==> src/rtl/intpol2_run_ctrl.sv <==
// Run controller for the interpolator core: loads four config words, computes the
// expected output count, starts the core and tracks its writes until done or error.
module intpol2_run_ctrl #(
  parameter int CONFIG_WIDTH = 32,
  parameter int ADDR_WIDTH   = 20
) (
  input  logic                      clk,
  input  logic                      rstn,
  input  logic                      go_i,
  input  logic                      abort_i,
  input  logic [ADDR_WIDTH-1:0]     sig_len_i,
  output logic                      cfg_rd_o,
  output logic [1:0]                cfg_addr_o,
  input  logic [CONFIG_WIDTH-1:0]   cfg_data_i,
  output logic [4*CONFIG_WIDTH-1:0] config_reg_o,
  output logic                      core_start_o,
  input  logic                      core_we_i,
  input  logic                      core_done_i,
  output logic [ADDR_WIDTH-1:0]     total_len_o,
  output logic [ADDR_WIDTH-1:0]     out_cnt_o,
  output logic                      busy_o,
  output logic                      done_o,
  output logic                      err_o
);

  localparam int PW = 2 * ADDR_WIDTH;
  localparam int CW = $clog2(ADDR_WIDTH + 1);
  localparam logic [CW-1:0]         CALC_LAST = CW'(ADDR_WIDTH);
  localparam logic [ADDR_WIDTH-1:0] LEN_MIN   = ADDR_WIDTH'(3);
  localparam logic [ADDR_WIDTH-1:0] LEN_TAPS  = ADDR_WIDTH'(2);

  typedef enum logic [2:0] {
    S_IDLE  = 3'd0,
    S_LOAD  = 3'd1,
    S_CALC  = 3'd2,
    S_START = 3'd3,
    S_RUN   = 3'd4,
    S_FIN   = 3'd5
  } state_t;

  state_t                    state_r, state_s;
  logic [2:0]                ld_cnt_r, ld_cnt_s;
  logic [CW-1:0]             calc_cnt_r, calc_cnt_s;
  logic [ADDR_WIDTH-1:0]     sig_len_r, sig_len_s;
  logic [PW-1:0]             mcand_r, mcand_s, prod_r, prod_s, prod_step_s;
  logic [ADDR_WIDTH-1:0]     mplier_r, mplier_s;
  logic [4*CONFIG_WIDTH-1:0] config_r, config_s;
  logic [ADDR_WIDTH-1:0]     total_r, total_s, cnt_r, cnt_s, cnt_inc_s, ilen_s;
  logic                      err_r, err_s;
  logic                      busy_r, done_r, start_r, cfg_rd_r, cfg_rd_s;
  logic [1:0]                cfg_addr_r;

  assign ilen_s      = config_r[3*CONFIG_WIDTH +: ADDR_WIDTH];
  assign prod_step_s = prod_r + (mplier_r[0] ? mcand_r : {PW{1'b0}});
  assign cnt_inc_s   = cnt_r + {{(ADDR_WIDTH-1){1'b0}}, core_we_i};
  assign cfg_rd_s    = (state_s == S_LOAD) && (ld_cnt_s < 3'd4);

  // Next-state and datapath update; abort overrides every other event.
  always_comb begin
    state_s    = state_r;
    ld_cnt_s   = ld_cnt_r;
    calc_cnt_s = calc_cnt_r;
    sig_len_s  = sig_len_r;
    mcand_s    = mcand_r;
    mplier_s   = mplier_r;
    prod_s     = prod_r;
    config_s   = config_r;
    total_s    = total_r;
    cnt_s      = cnt_r;
    err_s      = err_r;
    if ((state_r != S_IDLE) && abort_i) begin
      state_s = S_IDLE;
      err_s   = 1'b1;
    end else begin
      case (state_r)
        S_IDLE: begin
          if (go_i) begin
            sig_len_s = sig_len_i;
            cnt_s     = {ADDR_WIDTH{1'b0}};
            err_s     = 1'b0;
            ld_cnt_s  = 3'd0;
            state_s   = S_LOAD;
          end else begin
            state_s = S_IDLE;
          end
        end
        S_LOAD: begin
          // Read data lags the strobe by one cycle, so capture trails by one index.
          case (ld_cnt_r)
            3'd1:    config_s[0*CONFIG_WIDTH +: CONFIG_WIDTH] = cfg_data_i;
            3'd2:    config_s[1*CONFIG_WIDTH +: CONFIG_WIDTH] = cfg_data_i;
            3'd3:    config_s[2*CONFIG_WIDTH +: CONFIG_WIDTH] = cfg_data_i;
            3'd4:    config_s[3*CONFIG_WIDTH +: CONFIG_WIDTH] = cfg_data_i;
            default: config_s = config_r;
          endcase
          if (ld_cnt_r == 3'd4) begin
            calc_cnt_s = {CW{1'b0}};
            state_s    = S_CALC;
          end else begin
            ld_cnt_s = ld_cnt_r + 3'd1;
          end
        end
        S_CALC: begin
          if (calc_cnt_r == {CW{1'b0}}) begin
            if ((sig_len_r < LEN_MIN) || (ilen_s == {ADDR_WIDTH{1'b0}})) begin
              err_s   = 1'b1;
              state_s = S_FIN;
            end else begin
              mcand_s    = {{ADDR_WIDTH{1'b0}}, sig_len_r - LEN_TAPS};
              mplier_s   = ilen_s;
              prod_s     = {PW{1'b0}};
              calc_cnt_s = calc_cnt_r + {{(CW-1){1'b0}}, 1'b1};
            end
          end else begin
            prod_s   = prod_step_s;
            mcand_s  = {mcand_r[PW-2:0], 1'b0};
            mplier_s = {1'b0, mplier_r[ADDR_WIDTH-1:1]};
            if (calc_cnt_r == CALC_LAST) begin
              if (prod_step_s[PW-1:ADDR_WIDTH] != {ADDR_WIDTH{1'b0}}) begin
                err_s   = 1'b1;
                state_s = S_FIN;
              end else begin
                total_s = prod_step_s[ADDR_WIDTH-1:0];
                state_s = S_START;
              end
            end else begin
              calc_cnt_s = calc_cnt_r + {{(CW-1){1'b0}}, 1'b1};
            end
          end
        end
        S_START: state_s = S_RUN;
        S_RUN: begin
          cnt_s = cnt_inc_s;
          if (core_we_i && (cnt_inc_s == total_r)) begin
            state_s = S_FIN;
          end else if (core_done_i) begin
            err_s   = 1'b1;
            state_s = S_FIN;
          end else begin
            state_s = S_RUN;
          end
        end
        S_FIN:   state_s = S_IDLE;
        default: state_s = S_IDLE;
      endcase
    end
  end

  // State register.
  always_ff @(posedge clk or negedge rstn) begin
    if (!rstn) begin
      state_r <= S_IDLE;
    end else begin
      state_r <= state_s;
    end
  end

  // Datapath and output registers; strobes are decoded from the next state.
  always_ff @(posedge clk or negedge rstn) begin
    if (!rstn) begin
      ld_cnt_r   <= 3'd0;
      calc_cnt_r <= {CW{1'b0}};
      sig_len_r  <= {ADDR_WIDTH{1'b0}};
      mcand_r    <= {PW{1'b0}};
      mplier_r   <= {ADDR_WIDTH{1'b0}};
      prod_r     <= {PW{1'b0}};
      config_r   <= {(4*CONFIG_WIDTH){1'b0}};
      total_r    <= {ADDR_WIDTH{1'b0}};
      cnt_r      <= {ADDR_WIDTH{1'b0}};
      err_r      <= 1'b0;
      busy_r     <= 1'b0;
      done_r     <= 1'b0;
      start_r    <= 1'b0;
      cfg_rd_r   <= 1'b0;
      cfg_addr_r <= 2'd0;
    end else begin
      ld_cnt_r   <= ld_cnt_s;
      calc_cnt_r <= calc_cnt_s;
      sig_len_r  <= sig_len_s;
      mcand_r    <= mcand_s;
      mplier_r   <= mplier_s;
      prod_r     <= prod_s;
      config_r   <= config_s;
      total_r    <= total_s;
      cnt_r      <= cnt_s;
      err_r      <= err_s;
      busy_r     <= (state_s != S_IDLE);
      done_r     <= (state_s == S_FIN);
      start_r    <= (state_s == S_START);
      cfg_rd_r   <= cfg_rd_s;
      cfg_addr_r <= cfg_rd_s ? ld_cnt_s[1:0] : 2'd0;
    end
  end

  assign cfg_rd_o     = cfg_rd_r;
  assign cfg_addr_o   = cfg_addr_r;
  assign config_reg_o = config_r;
  assign core_start_o = start_r;
  assign total_len_o  = total_r;
  assign out_cnt_o    = cnt_r;
  assign busy_o       = busy_r;
  assign done_o       = done_r;
  assign err_o        = err_r;

endmodule
==> config.mk <==
export PLATFORM = sky130hd
export DESIGN_NAME = intpol2_run_ctrl
export DESIGN_NICKNAME = d
export VERILOG_FILES = /design/src/rtl/intpol2_run_ctrl.sv
export SDC_FILE = /design/constraint.sdc
export NUM_CORES = 1
export LEC_CHECK = 0
export BUFFER_PORTS_ARGS = -buffer_cell sky130_fd_sc_hd__buf_2
export CELL_PAD_IN_SITES_DETAIL_PLACEMENT = 1
export CELL_PAD_IN_SITES_GLOBAL_PLACEMENT = 2
export CORE_MARGIN = 4
export CORE_UTILIZATION = 34
export CTS_BUF_LIST = sky130_fd_sc_hd__clkbuf_8
export DETAILED_ROUTE_END_ITERATION = 16
export PLACE_DENSITY_LB_ADDON = 0.1
export SLEW_MARGIN = 30
export SYNTH_ARGS = -nofsm -noshare
export SYNTH_HDL_FRONTEND = slang
export SYNTH_SLANG_ARGS = --single-unit
export TNS_END_PERCENT = 30
==> constraint.sdc <==
create_clock -name clk -period 4.4 [get_ports clk]
set_input_delay 0.22 -clock clk [delete_from_list [all_inputs] [get_ports clk]]
set_output_delay 0.22 -clock clk [all_outputs]
set_load 0.005 [all_outputs]
==> out/metrics.cfg, run 1 <==
[sta]
tightest_slew_ps = 985
hold_viol = 0
slew_violations = 0
rsz0062_at_grt = true
fin_ws_ps = 21.2
finClkSkew_ps = 37.0
period_needed_ps = 4380
period_share_pct = 99.5
slew_headroom_pct = 34.3
timing.hold.ws_ps = 161
finalSetupViolations = 0
clock.fmax_mhz = 228

[finish]
layout-drive-gt1-share_pct = 32.4
multi_input_area_sq_um = 7820
fin_util_pct = 44.7
fin_area_sq_um = 20400
layout.nets = 2037
final.fill_count = 5144
seqCellArea_sq_um = 7660
syn_to_final_growth_pct = 29.4

[route]
drt_first_pass_iters = 4
drc = 0
wl_per_cell_um = 19.5
wirelength_um = 50300
ant_nets = 0
viasPerCell = 5.07
vias = 13100
drtIter0Drc = 551

[power_and_ir_drop]
powerDensity_nw_per_um2 = 576
irDropWorstVdd_v = 0.000318
p_leak_nw = 10.2

[yosys]
muxShareOfSynthArea_pct = 11.4
seq_area_frac_synth_pct = 48.7
synth_nets = 1635
synth_compound_area_share_pct = 13.9
synth-edff-count = 0
synth_area_sq_um = 15700
synth_simple_gate_area_share_pct = 14.3
synthArstFlopShare_pct = 100
synth_top_family_by_area = simple AND/OR/NAND/NOR gates
avgSynthCellArea_sq_um = 10.3
synth_seq_cells = 306
synthXorXnorAreaFrac_pct = 4.73
synth_cells = 1527
synth_fa_ha_area_share_pct = 4.09
synthFlopType = dfrtp_1
synthDistinctLibCells = 75
synth_warnings = 0

[worst_setup_path]
startpoint = mplier_r[0]$_DFFE_PN0P_
r2r_start = mplier_r[0]$_DFFE_PN0P_
setup.worst_path.start_class = flip-flop
cp.required_ps = 4910
cp.arrival_ps = 4890
crit_fanout = 27
criticalPathCategory = reg -> reg
endpoint_kind = flip-flop

[clock_network]
cts_buffers = 56
clk_latency_ps = 650
path_clk_slew_ps = 60
h-tree-depth = 2
cts_tree = yes
clk_path_buf_depth = 3
cts-root-buf = clkbuf_8
clock_sinks = 306

[placement]
dpl_cell_area_sq_um = 18300
dp_hpwl_um = 36300
dp_slack_ps = -278
io_buffers = 232
place_congestion = 0.833

[floorplanning]
start_util_pct = 34.5
rows = 78
die_width_um = 223
die_y_um = 223
die_area_sq_um = 49800
ioPinCount = 233
core_sq_um = 45600

[status]
status = completed

[job]
maxCapViolations = 0

[global_routing]
grt_pass1_vias = 14400
grt_pass1_wl_um = 82100
grtUsageTotal_pct = 20.1
grt_overflow = 0
grt_start_max_net_pins = 110
antenna_found_initial = 8

[hold_path]
hold_path.class = in -> reg
hold_path.startpoint = abort_i

-- final timing paths --
| check | slack, ps | cells past startpoint | endpoint |
|---|---|---|---|
| setup / recovery | 20 | 15 | total_len_o[13]$_DFFE_PN0P_ |
| hold / removal | 160 | 3 | ld_cnt_r[2]$_DFF_PN0_ |
| setup reg to reg | 20 | 15 | total_len_o[13]$_DFFE_PN0P_ |
| hold reg to reg | 480 | 2 | config_reg_o[124]$_DFFE_PN0P_ |
| max in group asynchronous | 3080 | 3 | config_reg_o[42]$_DFFE_PN0P_ |
| min in group asynchronous | 200 | 2 | out_cnt_o[19]$_DFFE_PN0P_ |
-- kinds of logic after synthesis --
kind of cell | Yosys count
and+or+nand+nor | 480
AOI/OAI and AO/OA | 338
DFF | 306
muxes | 155
buffers and inverters | 112
xor gates and xnor gates | 85
adders and majority gates | 51
-- Yosys cell counts, types with 16 or more instances --
| cell type | count | area [sq um] |
|---|---|---|
| dfrtp_1 | 306 | 7660 |
| nand2_1 | 235 | 882 |
| mux2_2 | 114 | 1280 |
| o21ai_0 | 112 | 561 |
| a21oi_1 | 85 | 425 |
| nor2_1 | 70 | 263 |
| clkbuf_1 | 58 | 218 |
| a22o_1 | 52 | 455 |
| ha_1 | 49 | 613 |
| xnor2_1 | 48 | 420 |
| and2_1 | 44 | 275 |
| xor2_1 | 37 | 324 |
| inv_1 | 28 | 105 |
| nand3_1 | 25 | 125 |
| mux2i_1 | 21 | 210 |
| nand4_1 | 21 | 131 |
| mux2_4 | 20 | 300 |
| nor4_1 | 16 | 100 |
-- critical path, cell delays in order, from the launching register on --
cell and delay (ps):
dfrtp_1 390, buf_12 160, and2_1 150, ha_1 310
buf_4 170, a21oi_1 210, o21ai_1 130, a221oi_4 270
o41ai_4 180, o31a_1 310, and3_1 230, nor4_1 200
nand4b_1 140, or4b_4 570, or3_4 480, mux2_4 310
-- flip-flops by register name (all words and copies together), names as in the netlist, 5 cells and up --
| signal | cells |
|---|---|
| sig_len_r | 20 |
| calc_cnt_r | 5 |
| config_reg_o | 128 |
| mplier_r | 20 |
| total_len_o | 20 |
| out_cnt_o | 20 |
| prod_r | 40 |
| mcand_r | 40 |
-- metal layers --
layer,up-vias,global-route usage [%],wire (um)
met5,-,0,26
met4,4,5.41,1110
met3,89,4.89,2670
met2,236,32.7,23700
met1,6521,27.0,22800
li1,6206,-,-
-- area by class of cell --
type	count	share of cell area, %
well taps	600	3.69
clock buffers	74	5.00
multi-input cells	1112	38.4
repair buffers	425	13.8
clock inverters	25	0.854
inverters	28	0.516
diodes	5	0.0615
flip-flops and latches	306	37.6
-- through the flow --
step / instances / power, mW / TNS, ps
floorplan: 1527 / 6.76 / 0
global placement: 2403 / 8.71 / -4100
detailed placement: 2404 / 8.83 / -5400
CTS: 2569 / 11.9 / -5.08
global route: 2575 / 12.6 / -2770
finish: 2575 / 11.7 / 0
-- cells in the final DEF, fill, tap and decap left out, types with 6 or more instances in the layout --
master         synthesis  layout
nand3_1               25      25
o21ai_0              112     108
xnor2_1               48      47
nand2_1              235     235
o31ai_1                9       8
o21bai_1               7       7
inv_1                 28      47
nor3_1                15      14
ha_1                  49      44
nor4_1                16      14
dfrtp_1              306     306
mux2_2               114     114
and2_1                44      43
a22o_1                52      52
a21oi_1               85      80
clkbuf_8               0      74
buf_4                  0     132
buf_2                 12     231
mux2i_1               21      21
nor2_1                70      67
a21o_1                 9       9
nand4_1               21      21
or3_1                 10       9
a31oi_1                7       7
mux2_4                20      20
dlygate4sd3_1          0      56
o21ai_1                7       9
xor2_1                37      36
o21a_1                 6       6
and3_1                15      15
-- where the power goes --
part	internal (mW)	switching, mW	leakage, nW
combinational	2.10	2.21	5.54
sequential	3.79	0.743	3.93
clock	1.62	1.26	0.684
-- repair_timing --
item	CTS	global route
endpoints found under the hold margin	252	0
pin swaps	12	8
gates resized for setup	29	10
endpoints found under the setup margin	20	20
buffers inserted	7	1
cloned	3	0
hold buffers	56	0
(Power assumes the default switching activity.)
==> run 2: changes to the inputs <==
--- a/config.mk
+++ b/config.mk
@@ -5,13 +5,14 @@
 export SDC_FILE = /design/constraint.sdc
 export NUM_CORES = 1
 export LEC_CHECK = 0
-export BUFFER_PORTS_ARGS = -buffer_cell sky130_fd_sc_hd__buf_2
+export BUFFER_PORTS_ARGS = -buffer_cell sky130_fd_sc_hd__clkbuf_2
 export CELL_PAD_IN_SITES_DETAIL_PLACEMENT = 1
 export CELL_PAD_IN_SITES_GLOBAL_PLACEMENT = 2
 export CORE_MARGIN = 4
 export CORE_UTILIZATION = 34
 export CTS_BUF_LIST = sky130_fd_sc_hd__clkbuf_8
 export DETAILED_ROUTE_END_ITERATION = 16
+export GPL_TIMING_DRIVEN = 1
 export PLACE_DENSITY_LB_ADDON = 0.1
 export SLEW_MARGIN = 30
 export SYNTH_ARGS = -nofsm -noshare
==> out/metrics.cfg, run 2 (same netlist as run 1, synthesis figures left out) <==
[status]
status = finished with violations
failed_checks = negative setup slack

[route]
wl_per_cell_um = 19.5  ; about the same
vias = 13300  ; +1.7%
drc = 0  ; unchanged
drtIter0Drc = 570  ; +3.4%
ant_nets = 0  ; unchanged
wirelength_um = 50700  ; +0.73%
viasPerCell = 5.12  ; +0.89%
drt_first_pass_iters = 4  ; unchanged

[power_and_ir_drop]
combPwrFrac_pct = 36.5  ; -0.3 points
p_leak_nw = 10.2  ; +0.50%
irDropWorstVdd_v = 0.000315  ; -0.76%
powerDensity_nw_per_um2 = 584  ; +1.4%
internal_power_mw = 7.75  ; +3.3%
p_switching_mw = 4.33  ; +2.7%
power.total_mw = 12.1  ; +3.1%
seqPwrFrac_pct = 37.7  ; -1.0 points
netSwitchingFraction_pct = 35.8  ; -0.15 points
clkPwrFrac_pct = 25.8  ; +1.3 points

[floorplanning]
die_y_um = 223  ; unchanged
die_width_um = 223  ; unchanged
die_area_sq_um = 49800  ; unchanged
rows = 78  ; unchanged
core_sq_um = 45600  ; unchanged
start_util_pct = 34.5  ; unchanged
ioPinCount = 233  ; unchanged

[placement]
dp_hpwl_um = 36200  ; -0.41%
place_congestion = 0.843  ; +1.2%
io_buffers = 232  ; unchanged

[global_routing]
grt_overflow = 0  ; unchanged
grt_start_max_net_pins = 105  ; -4.5%
grtUsageTotal_pct = 20.1  ; -0.053 points
grt_pass1_vias = 14400  ; -0.23%
antenna_found_initial = 8  ; unchanged
grt_pass1_wl_um = 81900  ; -0.29%

[sta]
period_share_pct = 100  ; +0.52 points
slew_violations = 0  ; unchanged
fin_ws_ps = -1.72  ; -22.9 ps
clock.fmax_mhz = 227  ; -0.52%
finalSetupViolations = 1  ; +1
slew_headroom_pct = 41.4  ; +7.1 points
rsz0062_at_grt = true
timing.hold.ws_ps = 171  ; +10.7 ps
period_needed_ps = 4400  ; +22.9 ps
finClkSkew_ps = 15.9  ; -21.2 ps
tightest_slew_ps = 879  ; -106 ps
hold_viol = 0  ; unchanged

[worst_setup_path]
cp.required_ps = 4930  ; +20 ps
crit_fanout = 31  ; +15%
cp.arrival_ps = 4930  ; +40 ps
setup.worst_path.start_class = flip-flop
endpoint_kind = flip-flop
crit_slowest_cell = o41ai_4
critPathMaxStageDelay_ps = 600  ; +30 ps
path_cells = buf_12 -> and2_1 -> ha_2 -> buf_4 -> nand4_1 -> o41ai_4 -> xor2_1 -> or3_1 -> nor3_2 -> nand4b_1 -> or4b_4 -> or3_4 -> mux2_4
r2r_slack_ps = -2  ; -20 ps
cp_num_buf_inv = 2  ; unchanged
cp_top_family = simple AND/OR/NAND/NOR gates
criticalPathCategory = reg -> reg

[clock_network]
h-tree-depth = 2  ; unchanged
path_clk_slew_ps = 60  ; about the same
cts_tree = yes
clk_latency_ps = 660  ; about the same
clk_path_buf_depth = 3  ; unchanged
cts_buffers = 57  ; +1.8%
cts-root-buf = clkbuf_8
clock_sinks = 306  ; unchanged

[finish]
layout-drive-gt1-share_pct = 34.3  ; +1.9 points
final_cell_mix = dfrtp_1, nand2_1, clkbuf_2
final.fill_count = 5107  ; -0.72%
final_common_cell = dfrtp_1
largest_register_ff_count = 128  ; unchanged
layout.nets = 2052  ; +0.74%
syn_to_final_growth_pct = 31.6

[job]
maxCapViolations = 0  ; unchanged

[hold_path]
hold_path.class = in -> reg

## run 2: changes by cell type in the layout (fill, tap and decap cells not counted), sizes merged
cell / change
buf: -218
diode: +1
bufinv: +2
clkinvlp: +1
clkbuf: +233
inv: -9
clkinv: +9
dlygate4sd3: +1
## run 2: final timing paths
check | from | endpoint | cells past startpoint
max | mplier_r[0]$_DFFE_PN0P_ | total_len_o[18]$_DFFE_PN0P_ | 13
min | abort_i | ld_cnt_r[2]$_DFF_PN0_ | 3
max in group asynchronous | rstn | config_reg_o[67]$_DFFE_PN0P_ | 5
max reg2reg | mplier_r[0]$_DFFE_PN0P_ | total_len_o[18]$_DFFE_PN0P_ | 13
min in group asynchronous | rstn | out_cnt_o[19]$_DFFE_PN0P_ | 3
min reg2reg | config_reg_o[123]$_DFFE_PN0P_ | config_reg_o[123]$_DFFE_PN0P_ | 2
## run 2: final cells by class
cell class                 count  area (sq um)  share of cell area (%)
antenna                        6          15.0                  0.0725
timing repair buffer         439          2960                    14.3
clock buffer                  76          1050                    5.05
inverter                      28           105                   0.508
tap                          600           751                    3.63
clock inverter                28           259                    1.25
sequential                   306          7660                    37.0
multi-input combinational   1112          7910                    38.2
## run 2: tightest hold or removal path, stage by stage
cell	delay, ps
clkbuf_2	270
or2_2	190
o22ai_1	90
## run 2: metrics by stage
step           setup TNS, ps  cell area, sq um  utilization [%]  std cells  setup slack, ps
5_1_grt                -2750             20700             45.4       2593             -145
6_report               -1.72             20700             45.4       2595            -1.72
4_1_cts                    0             20500             44.9       2581             1.07
2_1_floorplan              0             15700                -       1527              154
3_5_place_dp           -5620             18400             40.4       2409             -286
3_3_place_gp           -4920             18400             40.3       2408             -248
## run 2: power groups by stage
stage | Combinational (mW) | Clock [mW] | Sequential [mW]
CTS | 4.42 | 3.23 | 4.57
finish | 4.41 | 3.11 | 4.55
floorplan | 2.35 | 0 | 4.41
global placement | 4.21 | 0 | 4.56
global route | 4.92 | 3.36 | 4.70
detailed placement | 4.29 | 0 | 4.60
## run 2: metal layers
layer	vias up	wire length [um]	GRT usage, %
li1	6283	-	-
met1	6665	22800	26.4
met2	240	24000	33.3
met3	82	2790	5.12
met4	4	1070	5.11
met5	-	27	0
## run 2: timing repair
action                                  4_1_cts  5_1_grt
gates cloned                                  3        0
endpoints found under the hold margin       252        2
setup buffers                                 9        6
gates resized for setup                      32       25
hold buffers                                 56        1
pin swaps                                    10       10
endpoints found under the setup margin       20       20
==> run 3: changes to the inputs <==
--- a/config.mk
+++ b/config.mk
@@ -9,11 +9,11 @@
 export CELL_PAD_IN_SITES_DETAIL_PLACEMENT = 1
 export CELL_PAD_IN_SITES_GLOBAL_PLACEMENT = 2
 export CORE_MARGIN = 4
-export CORE_UTILIZATION = 34
+export CORE_UTILIZATION = 30
 export CTS_BUF_LIST = sky130_fd_sc_hd__clkbuf_8
 export DETAILED_ROUTE_END_ITERATION = 16
 export GPL_TIMING_DRIVEN = 1
-export PLACE_DENSITY_LB_ADDON = 0.1
+export PLACE_DENSITY = 0.68
 export SLEW_MARGIN = 30
 export SYNTH_ARGS = -nofsm -noshare
 export SYNTH_HDL_FRONTEND = slang
==> out/metrics.cfg, run 3 (same netlist as run 1, synthesis figures left out) <==
[finish]
fin_area_sq_um = 20800  ; +0.63%
layout.nets = 2050  ; -0.097%
syn_to_final_growth_pct = 32.4
layout-drive-gt1-share_pct = 34.4  ; +0.10 points
final_common_cell = dfrtp_1
final_cell_mix = dfrtp_1, nand2_1, clkbuf_2
final.fill_count = 5804  ; +14%
largest_register_ff_count = 128  ; unchanged

[status]
failed_checks = negative setup slack
status = finished with violations

[clock_network]
clk_latency_ps = 660  ; about the same
clock_sinks = 306  ; unchanged
cts_buffers = 57  ; unchanged
cts-root-buf = clkbuf_8
h-tree-depth = 2  ; unchanged
clk_path_buf_depth = 3  ; unchanged
path_clk_slew_ps = 60  ; about the same
cts_tree = yes

[sta]
fin_ws_ps = -63.1  ; -61.4 ps
finClkSkew_ps = 27.0  ; +11.2 ps
timing.hold.ws_ps = 185  ; +14.0 ps
period_share_pct = 101  ; +1.4 points
rsz0062_at_grt = true
clock.fmax_mhz = 224  ; -1.4%
finalSetupViolations = 20  ; +19
slew_violations = 0  ; unchanged
period_needed_ps = 4460  ; +61.4 ps
slew_headroom_pct = 40.6  ; -0.81 points
hold_viol = 0  ; unchanged
tightest_slew_ps = 891  ; +12.2 ps

[worst_setup_path]
crit_fanout = 12  ; -61%
crit_slowest_cell = or4b_4
setup.worst_path.start_class = flip-flop
cp.required_ps = 4920  ; about the same
cp_num_buf_inv = 2  ; unchanged
reg2reg_depth = 14  ; +1
cp.arrival_ps = 4980  ; +50 ps
critPathMaxStageDelay_ps = 620  ; +20 ps
path_cells = bufbuf_16 -> and2_1 -> ha_4 -> a21oi_1 -> o211ai_1 -> nand3_1 -> nand3_1 -> buf_4 -> a21oi_1 -> xor2_1 -> nand4_1 -> or4b_4 -> or3_4 -> mux2_4
endpoint_kind = flip-flop
cp_top_family = simple AND/OR/NAND/NOR gates
cp.depth = 14  ; +1
criticalPathCategory = reg -> reg
r2r_slack_ps = -60  ; -60 ps

[power_and_ir_drop]
p_switching_mw = 4.33  ; +0.11%
irDropWorstVdd_v = 0.000340  ; +7.9%
p_leak_nw = 10.2  ; -0.26%
internal_power_mw = 7.65  ; -1.4%
powerDensity_nw_per_um2 = 575  ; -1.5%
seqPwrFrac_pct = 38.1  ; +0.4 points
combPwrFrac_pct = 37.1  ; +0.6 points
clkPwrFrac_pct = 24.8  ; -1.0 points
netSwitchingFraction_pct = 36.2  ; +0.34 points

[floorplanning]
start_util_pct = 30.5  ; -4.0 points
die_y_um = 237  ; +6.2%
rows = 83  ; +6.4%
die_area_sq_um = 56200  ; +13%
core_sq_um = 51600  ; +13%
ioPinCount = 233  ; unchanged
die_width_um = 237  ; +6.2%

[placement]
dp_slack_ps = -276  ; +10.7 ps
dpl_cell_area_sq_um = 18500  ; +0.46%
io_buffers = 232  ; unchanged
dp_hpwl_um = 36400  ; +0.75%
place_congestion = 0.854  ; +1.4%

[route]
wl_per_cell_um = 19.3  ; -0.97%
drtIter0Drc = 560  ; -1.8%
vias = 13200  ; -0.81%
drc = 0  ; unchanged
ant_nets = 0  ; unchanged
wirelength_um = 51600  ; +1.8%
viasPerCell = 4.93  ; -3.5%
drt_first_pass_iters = 4  ; unchanged

[global_routing]
grt_overflow = 0  ; unchanged
grt_use_met3_pct = 5.38  ; +0.26 points
busiest_layer = met2
grt_pass1_vias = 14500  ; +0.75%
grt_start_max_net_pins = 99  ; -5.7%
grtUsageMet2_pct = 29.7  ; -3.5 points
grtUsageTotal_pct = 18.1  ; -2.0 points
grt_use_met1_pct = 23.3  ; -3.1 points
antenna_found_initial = 8  ; unchanged
grt_pass1_wl_um = 83000  ; +1.3%

[hold_path]
hold_path.class = in -> async

[job]
maxCapViolations = 0  ; unchanged

run 3: cell count changes in the layout (fill, tap and decap cells not counted), sizes merged:
cell         delta
bufinv          -2
inv             +3
dlygate4sd3     -1
bufbuf          +1
clkinvlp        -1
diode           -1
clkinv          -5
clkbuf          +1
buf             -2
run 3: area by class of cell:
type / count / area [sq um] / share of cell area [%]
clock inverters: 23 / 171 / 0.823
repair buffers: 437 / 2930 / 14.0
inverters: 28 / 105 / 0.505
well taps: 680 / 851 / 4.08
diodes: 5 / 12.5 / 0.0601
multi-input cells: 1112 / 8050 / 38.6
flip-flops and latches: 306 / 7660 / 36.8
clock buffers: 77 / 1060 / 5.09
run 3: worst reg2reg max path: cells and delay by family (launching register included):
kind                       cells  cell delay, ps
xor gates and xnor gates       1             290
muxes                          1             330
adders and majority gates      1             240
DFF                            1             440
and+or+nand+nor                6            1790
AOI/OAI and AO/OA              3             770
buffers and inverters          2             470
run 3: stage by stage:
stage	std cells	util (%)	total power, mW	setup TNS [ps]
finish	2668	40.4	12.0	-598
global route	2665	40.3	12.9	-3060
CTS	2661	40.1	12.1	-598
detailed placement	2490	35.8	8.78	-5320
global placement	2490	35.8	8.68	-3230
floorplan	1527	-	6.76	0
run 3: power by group through the flow:
| stage | clock (mW) | combinational, mW | sequential [mW] |
|---|---|---|---|
| floorplan | 0 | 2.35 | 4.41 |
| CTS | 3.09 | 4.44 | 4.58 |
| global route | 3.21 | 4.97 | 4.72 |
| finish | 2.97 | 4.44 | 4.57 |
| detailed placement | 0 | 4.19 | 4.59 |
| global placement | 0 | 4.12 | 4.56 |
run 3: worst paths after layout:
path | start | to
min in group clk | abort_i | ld_cnt_r[2]$_DFF_PN0_
min reg2reg | config_reg_o[117]$_DFFE_PN0P_ | config_reg_o[117]$_DFFE_PN0P_
max reg2reg | mplier_r[0]$_DFFE_PN0P_ | total_len_o[0]$_DFFE_PN0P_
min | rstn | out_cnt_o[12]$_DFFE_PN0P_
max | mplier_r[0]$_DFFE_PN0P_ | total_len_o[0]$_DFFE_PN0P_
max in group asynchronous | rstn | mplier_r[0]$_DFFE_PN0P_
run 3: timing repair:
action                                 in CTS  in global routing
setup endpoints to repair                  20                 23
pin swaps                                   9                  3
hold buffers                               56                  0
gates cloned                                4                  0
endpoints found under the hold margin     245                  0
buffers inserted                           11                  2
gates resized for setup                    50                 20
run 3: per-layer routing:
metal	vias up	share of wire, %
met4	6	2.4
met1	6565	45
met5	-	0.078
met3	91	6.3
li1	6246	-
met2	258	47
